## config.mk

```make
export PLATFORM = sky130hd
export DESIGN_NAME = hazard_unit
export DESIGN_NICKNAME = d
export VERILOG_FILES = /design/src/rtl/hazard_pkg.sv /design/src/rtl/hazard_unit_mul_busy_counter.sv /design/src/rtl/hazard_unit.sv
export SDC_FILE = /design/constraint.sdc
export NUM_CORES = 1
export LEC_CHECK = 0
export ABC_AREA = 1
export CORE_MARGIN = 10
export CORE_UTILIZATION = 47
export DETAILED_ROUTE_END_ITERATION = 8
export GPL_TIMING_DRIVEN = 1
export PLACE_DENSITY = 0.78
export RECOVER_POWER = 50
export SLEW_MARGIN = 0
export SYNTH_ARGS = -nofsm -noshare
export SYNTH_HDL_FRONTEND = slang
export SYNTH_HIERARCHICAL = 1
export SYNTH_SLANG_ARGS = --single-unit
```

## constraint.sdc

```tcl
create_clock -name clk -period 1.9 [get_ports clk]
set_input_delay 0.285 -clock clk [delete_from_list [all_inputs] [get_ports clk]]
set_output_delay 0.285 -clock clk [all_outputs]
set_load 0.01 [all_outputs]
```

## src/rtl/hazard_pkg.sv

```systemverilog
// hazard_pkg: shared constants for the pipeline hazard/stall controller.
//   MUL_LAT_DEF  default multiplier latency (cycles after a mult leaves ID)
//   MUL_CNT_W    width of the multiplier-busy down-counter
//   ctrl_t       packed {PC_write, IF_ID_write, IF_ID_flush, ID_EX_flush}
//   CTRL_RUN / CTRL_STALL / CTRL_FLUSH  the three legal control encodings
package hazard_pkg;

  localparam int MUL_LAT_DEF = 4;
  localparam int MUL_CNT_W   = 4;

  typedef struct packed {
    logic pc_write;
    logic if_id_write;
    logic if_id_flush;
    logic id_ex_flush;
  } ctrl_t;

  localparam ctrl_t CTRL_RUN   = 4'b1100;
  localparam ctrl_t CTRL_STALL = 4'b0001;
  localparam ctrl_t CTRL_FLUSH = 4'b1111;

endpackage

```

## src/rtl/hazard_unit_mul_busy_counter.sv

```systemverilog
// mul_busy_counter: tracks how many cycles remain until HI/LO are valid.
//   clk, rst   clock, synchronous active-high reset
//   issue      a mult leaves ID this cycle; reload with MUL_LAT
//   mul_cnt    remaining latency (0 = HI/LO valid)
//   mul_busy   mul_cnt != 0
module mul_busy_counter
  import hazard_pkg::*;
#(
  parameter int MUL_LAT = MUL_LAT_DEF
) (
  input  logic                 clk,
  input  logic                 rst,
  input  logic                 issue,
  output logic [MUL_CNT_W-1:0] mul_cnt,
  output logic                 mul_busy
);

  logic [MUL_CNT_W-1:0] mul_cnt_d, mul_cnt_q;

  // Issue takes precedence over decrement: a back-to-back mult can only
  // issue once the counter is already 0, but the ordering keeps it explicit.
  always_comb begin
    mul_cnt_d = mul_cnt_q;
    if (issue)                 mul_cnt_d = MUL_CNT_W'(MUL_LAT);
    else if (mul_cnt_q != '0)  mul_cnt_d = mul_cnt_q - 1'b1;
  end

  always_ff @(posedge clk) begin
    if (rst) mul_cnt_q <= '0;
    else     mul_cnt_q <= mul_cnt_d;
  end

  assign mul_cnt  = mul_cnt_q;
  assign mul_busy = (mul_cnt_q != '0);

endmodule

```

## src/rtl/hazard_unit.sv

```systemverilog
// hazard_unit: stall/flush controller for the 5-stage pipeline.
//   Inputs : ID-stage sources (IF_ID_Rs/Rt, ID_uses_Rt, ID_is_mult,
//            ID_is_mfhilo), EX-stage load info (ID_EX_MemRead, ID_EX_Rt),
//            EX_branch_taken.
//   Outputs: PC_write, IF_ID_write, IF_ID_flush, ID_EX_flush (combinational),
//            mul_busy, stall_count (saturating count of stall cycles).
module hazard_unit
  import hazard_pkg::*;
#(
  parameter int MUL_LAT = MUL_LAT_DEF,
  parameter int CNT_W   = 32
) (
  input  logic             clk,
  input  logic             rst,
  input  logic [4:0]       IF_ID_Rs,
  input  logic [4:0]       IF_ID_Rt,
  input  logic             ID_uses_Rt,
  input  logic             ID_is_mult,
  input  logic             ID_is_mfhilo,
  input  logic             ID_EX_MemRead,
  input  logic [4:0]       ID_EX_Rt,
  input  logic             EX_branch_taken,
  output logic             PC_write,
  output logic             IF_ID_write,
  output logic             IF_ID_flush,
  output logic             ID_EX_flush,
  output logic             mul_busy,
  output logic [CNT_W-1:0] stall_count
);

  logic [MUL_CNT_W-1:0] mul_cnt;
  logic                 load_use, mul_hz, stall, mult_issue;
  ctrl_t                ctrl;
  logic [CNT_W-1:0]     stall_count_d, stall_count_q;

  always_comb begin
    // $0 is never a real producer, so a load into it cannot create a hazard.
    load_use = ID_EX_MemRead && (ID_EX_Rt != 5'd0) &&
               ((ID_EX_Rt == IF_ID_Rs) || (ID_uses_Rt && (ID_EX_Rt == IF_ID_Rt)));
    // A second mult also waits so it cannot clobber a pending HI/LO.
    mul_hz   = (mul_cnt != '0) && (ID_is_mfhilo || ID_is_mult);
    // The ID instruction is wrong-path under a taken branch: never stall it.
    stall    = (load_use || mul_hz) && !EX_branch_taken;
    mult_issue = ID_is_mult && !stall && !EX_branch_taken;

    ctrl = CTRL_RUN;
    if (EX_branch_taken) ctrl = CTRL_FLUSH;
    else if (stall)      ctrl = CTRL_STALL;
  end

  assign PC_write    = ctrl.pc_write;
  assign IF_ID_write = ctrl.if_id_write;
  assign IF_ID_flush = ctrl.if_id_flush;
  assign ID_EX_flush = ctrl.id_ex_flush;

  mul_busy_counter #(.MUL_LAT(MUL_LAT)) u_mul_cnt (
    .clk      (clk),
    .rst      (rst),
    .issue    (mult_issue),
    .mul_cnt  (mul_cnt),
    .mul_busy (mul_busy)
  );

  always_comb begin
    stall_count_d = stall_count_q;
    if (stall && (stall_count_q != '1)) stall_count_d = stall_count_q + 1'b1;
  end

  always_ff @(posedge clk) begin
    if (rst) stall_count_q <= '0;
    else     stall_count_q <= stall_count_d;
  end

  assign stall_count = stall_count_q;

endmodule
```

==> out/metrics.cfg <==
[power]
p_seq_frac=0.343
p_comb_frac=0.425
clkPwrFrac=0.232
ir_drop_mv=0.8345
p_int_mw=1.558
switchingPower_uw=954.7
p_leak_nw=1.601
p_sw_frac=0.3800
p_per_area_nw_per_um2=686.7

[global_routing]
grt_max_degree=37
grt_pass1_wl_mm=13.73
gr-total-overflow=0
grt_antenna_before_repair=0
grt_pass1_vias=3049
grt_use_total=0.1832

[cts]
cts_buffer_depth=2
clock_latency_ns=0.30
cts-buffers-inserted=5
htreeDepth=2
cts_tree=done
clk_pin_slew_ns=0.07
cts_sinks=36
root_buffer=clkbuf_8
postCtsSetupRepairBufs=0

[synth]
synthCells=457
synth_top_family_by_area=simple AND/OR/NAND/NOR gates
ys.flop_type=dfxtp_1
synth_compound_area_frac=0.07375
synth_cell_type_count=30
ys_ff_latch=36
synthAdderAreaFrac=0.009162
synthXorXnorAreaFrac=0.04489
avgSynthCellArea_sq_um=5.977
syn_area_sq_um=2731
yosysWarningCount=6
muxShareOfSynthArea=0
synth_edf_count=0
synth_nets=481
async_flop_share=0
ys_seq_area_frac=0.2639
synthSimpleGateAreaFrac=0.5144

[detailed_routing]
dr.pass1.iters=4
routed_wl_mm=8.296
drtIter0Drc=236
wl_per_cell_microns=13.62
drc=0
vias=3238
final_antenna_net_count=0
via_per_inst=5.317

[min_path]
min_from=stall_count[25]
hold_path_end=stall_count[25]
hold_depth=2
min_path_type=flip-flop to flip-flop

[timing]
post-route-period-util=0.9524
hold_violations=0
relSlewSlack=0.7384
max_freq_mhz=552.6
fin_crit_ns=1.810
tightest_slew_ns=0.3925
finalSetupViolations=0
slew_viol_final=0
fin_skew_ns=0.006348

[die]
core_sq_um=5574
row_count=27
chipHeight_microns=96.23
pin_count=59
die_w_microns=96.23
initial_core_util=0.4900
die_area_sq_um=9260

[worst_setup_path]
r2r_cells=7
startpoint=IF_ID_Rs[2]
cp_max_fo=3
cp-end-kind=output pin
worst_ep_required_time_ns=1.62
timing.rr.end=stall_count[9]
critPathKind=input pin to output pin
ff2ff_setup_slack_ns=0.12
startpoint_type=input pin
arrival_ns=1.52
r2r_start=stall_count[3]

[layout]
finalNetCount=560
diodes=0
syn2layout_area_growth_pct=33.94
fin_util=0.6563
design_area_sq_um=3659
final_layout_size_suffix_gt1_frac=0.1434

[placement]
numPortBuffers=58
place_area_sq_um=3560
gp_congestion=0.9756
place_hpwl_mm=6.228

[run_status]
outcome=finished clean

[job]
cap_violations=0

state kept, by name (all words and copies together) (netlist names):
signal	cells
u_mul_cnt/mul_cnt	4
stall_count	32
logic make-up after synthesis:
family                     Yosys count
adders and majority gates            2
buffers and inverters               59
DFF                                 36
and+or+nand+nor                    314
xor gates and xnor gates            14
AOI/OAI and AO/OA                   32
cell usage after synthesis (3+ instances only):
cell,count,area share
a21oi_1,18,0.033
a21oi_2,10,0.032
buf_1,3,0.0041
buf_2,3,0.0055
clkbuf_1,6,0.0082
dfxtp_1,36,0.26
inv_1,42,0.058
nand2_1,161,0.22
nand2_2,12,0.027
nand3_1,11,0.020
nand3b_1,12,0.033
nand4_1,33,0.076
nor2_1,74,0.10
nor2_2,3,0.0069
xnor2_1,6,0.019
xor2_1,8,0.026
placed cells by master, fill, tap and decap left out, types with 2 or more instances in the layout:
cell / n
nor2_1: 73
clkbuf_8: 6
a31oi_1: 2
buf_12: 2
a21oi_1: 17
nor2_4: 2
dlymetal6s2s_1: 6
inv_2: 2
nand2_2: 13
xor2_1: 8
dlygate4sd2_1: 6
nand4_1: 33
clkbuf_1: 2
dlygate4sd3_1: 33
xnor2_1: 6
buf_4: 28
nand2_1: 160
clkdlybuf4s50_1: 10
dfxtp_1: 35
a21oi_2: 11
buf_2: 2
nand3_2: 2
nor2_2: 4
inv_1: 41
nand3b_1: 12
nand3_1: 11
critical path: stages:
cell and delay [ns]:
clkdlybuf4s50_1 0.48, inv_1 0.04, nand2_1 0.05, nand2_1 0.04, nor2_1 0.08, nand3_1 0.07
nand2_1 0.08, nand2_2 0.08, a21oi_2 0.13, inv_1 0.05, buf_2 0.13
per-layer routing:
metal  wire [microns]  vias to the layer above  global-route usage
met5                0                        -                   0
met4              257                        0             0.08845
met3              664                       25             0.04514
met2             3973                      126              0.3139
met1             3402                     1467              0.2076
li1                 -                     1620                   -
power groups by stage:
stage	Clock, mW	Sequential, mW	Combinational (mW)
finish	0.583	0.863	1.07
global route	0.621	0.870	1.19
CTS	0.597	0.860	1.08
detailed placement	0	0.874	1.10
global placement	0	0.871	1.08
floorplan	0	0.898	0.626
timing repair:
action	CTS	global route
hold endpoints to repair	0	0
setup endpoints to repair	4	6
hold buffers	0	0
resized for setup	20	10
pin swaps	2	5
layout make-up:
| class | count | area, sq um |
|---|---|---|
| Fill cell | 540 | 1916 |
| Inverter | 43 | 161.4 |
| Timing Repair Buffer | 88 | 823.3 |
| Clock buffer | 8 | 90.09 |
| Multi-Input combinational cell | 362 | 1772 |
| Sequential cell | 36 | 721.9 |
| Tap cell | 72 | 90.09 |
stage by stage:
stage	hold WS (ns)	power [mW]	setup TNS [ns]	setup WS, ns	cells
after floorplan	0.3541	1.524	0	0.01808	457
after global placement	0.5057	1.946	-4.936	-0.3231	601
after detailed placement	0.5120	1.978	-6.493	-0.3991	601
after CTS	0.5220	2.535	0	0.01502	609
after global routing	0.5556	2.676	-0.008185	-0.004256	609
final	0.5229	2.512	0	0.09036	609
how the worst max path moves through the flow:
stage	end	slack, ns	depth (start not counted)
2_1_floorplan	stall_count[10]	0.02	11
3_3_place_gp	PC_write	-0.32	11
3_5_place_dp	IF_ID_write	-0.40	9
4_1_cts	ID_EX_flush	0.02	10
5_1_grt	PC_write	-0.004	11
6_report	IF_ID_write	0.09	11
Note: power is estimated with default switching activity, not from simulation.
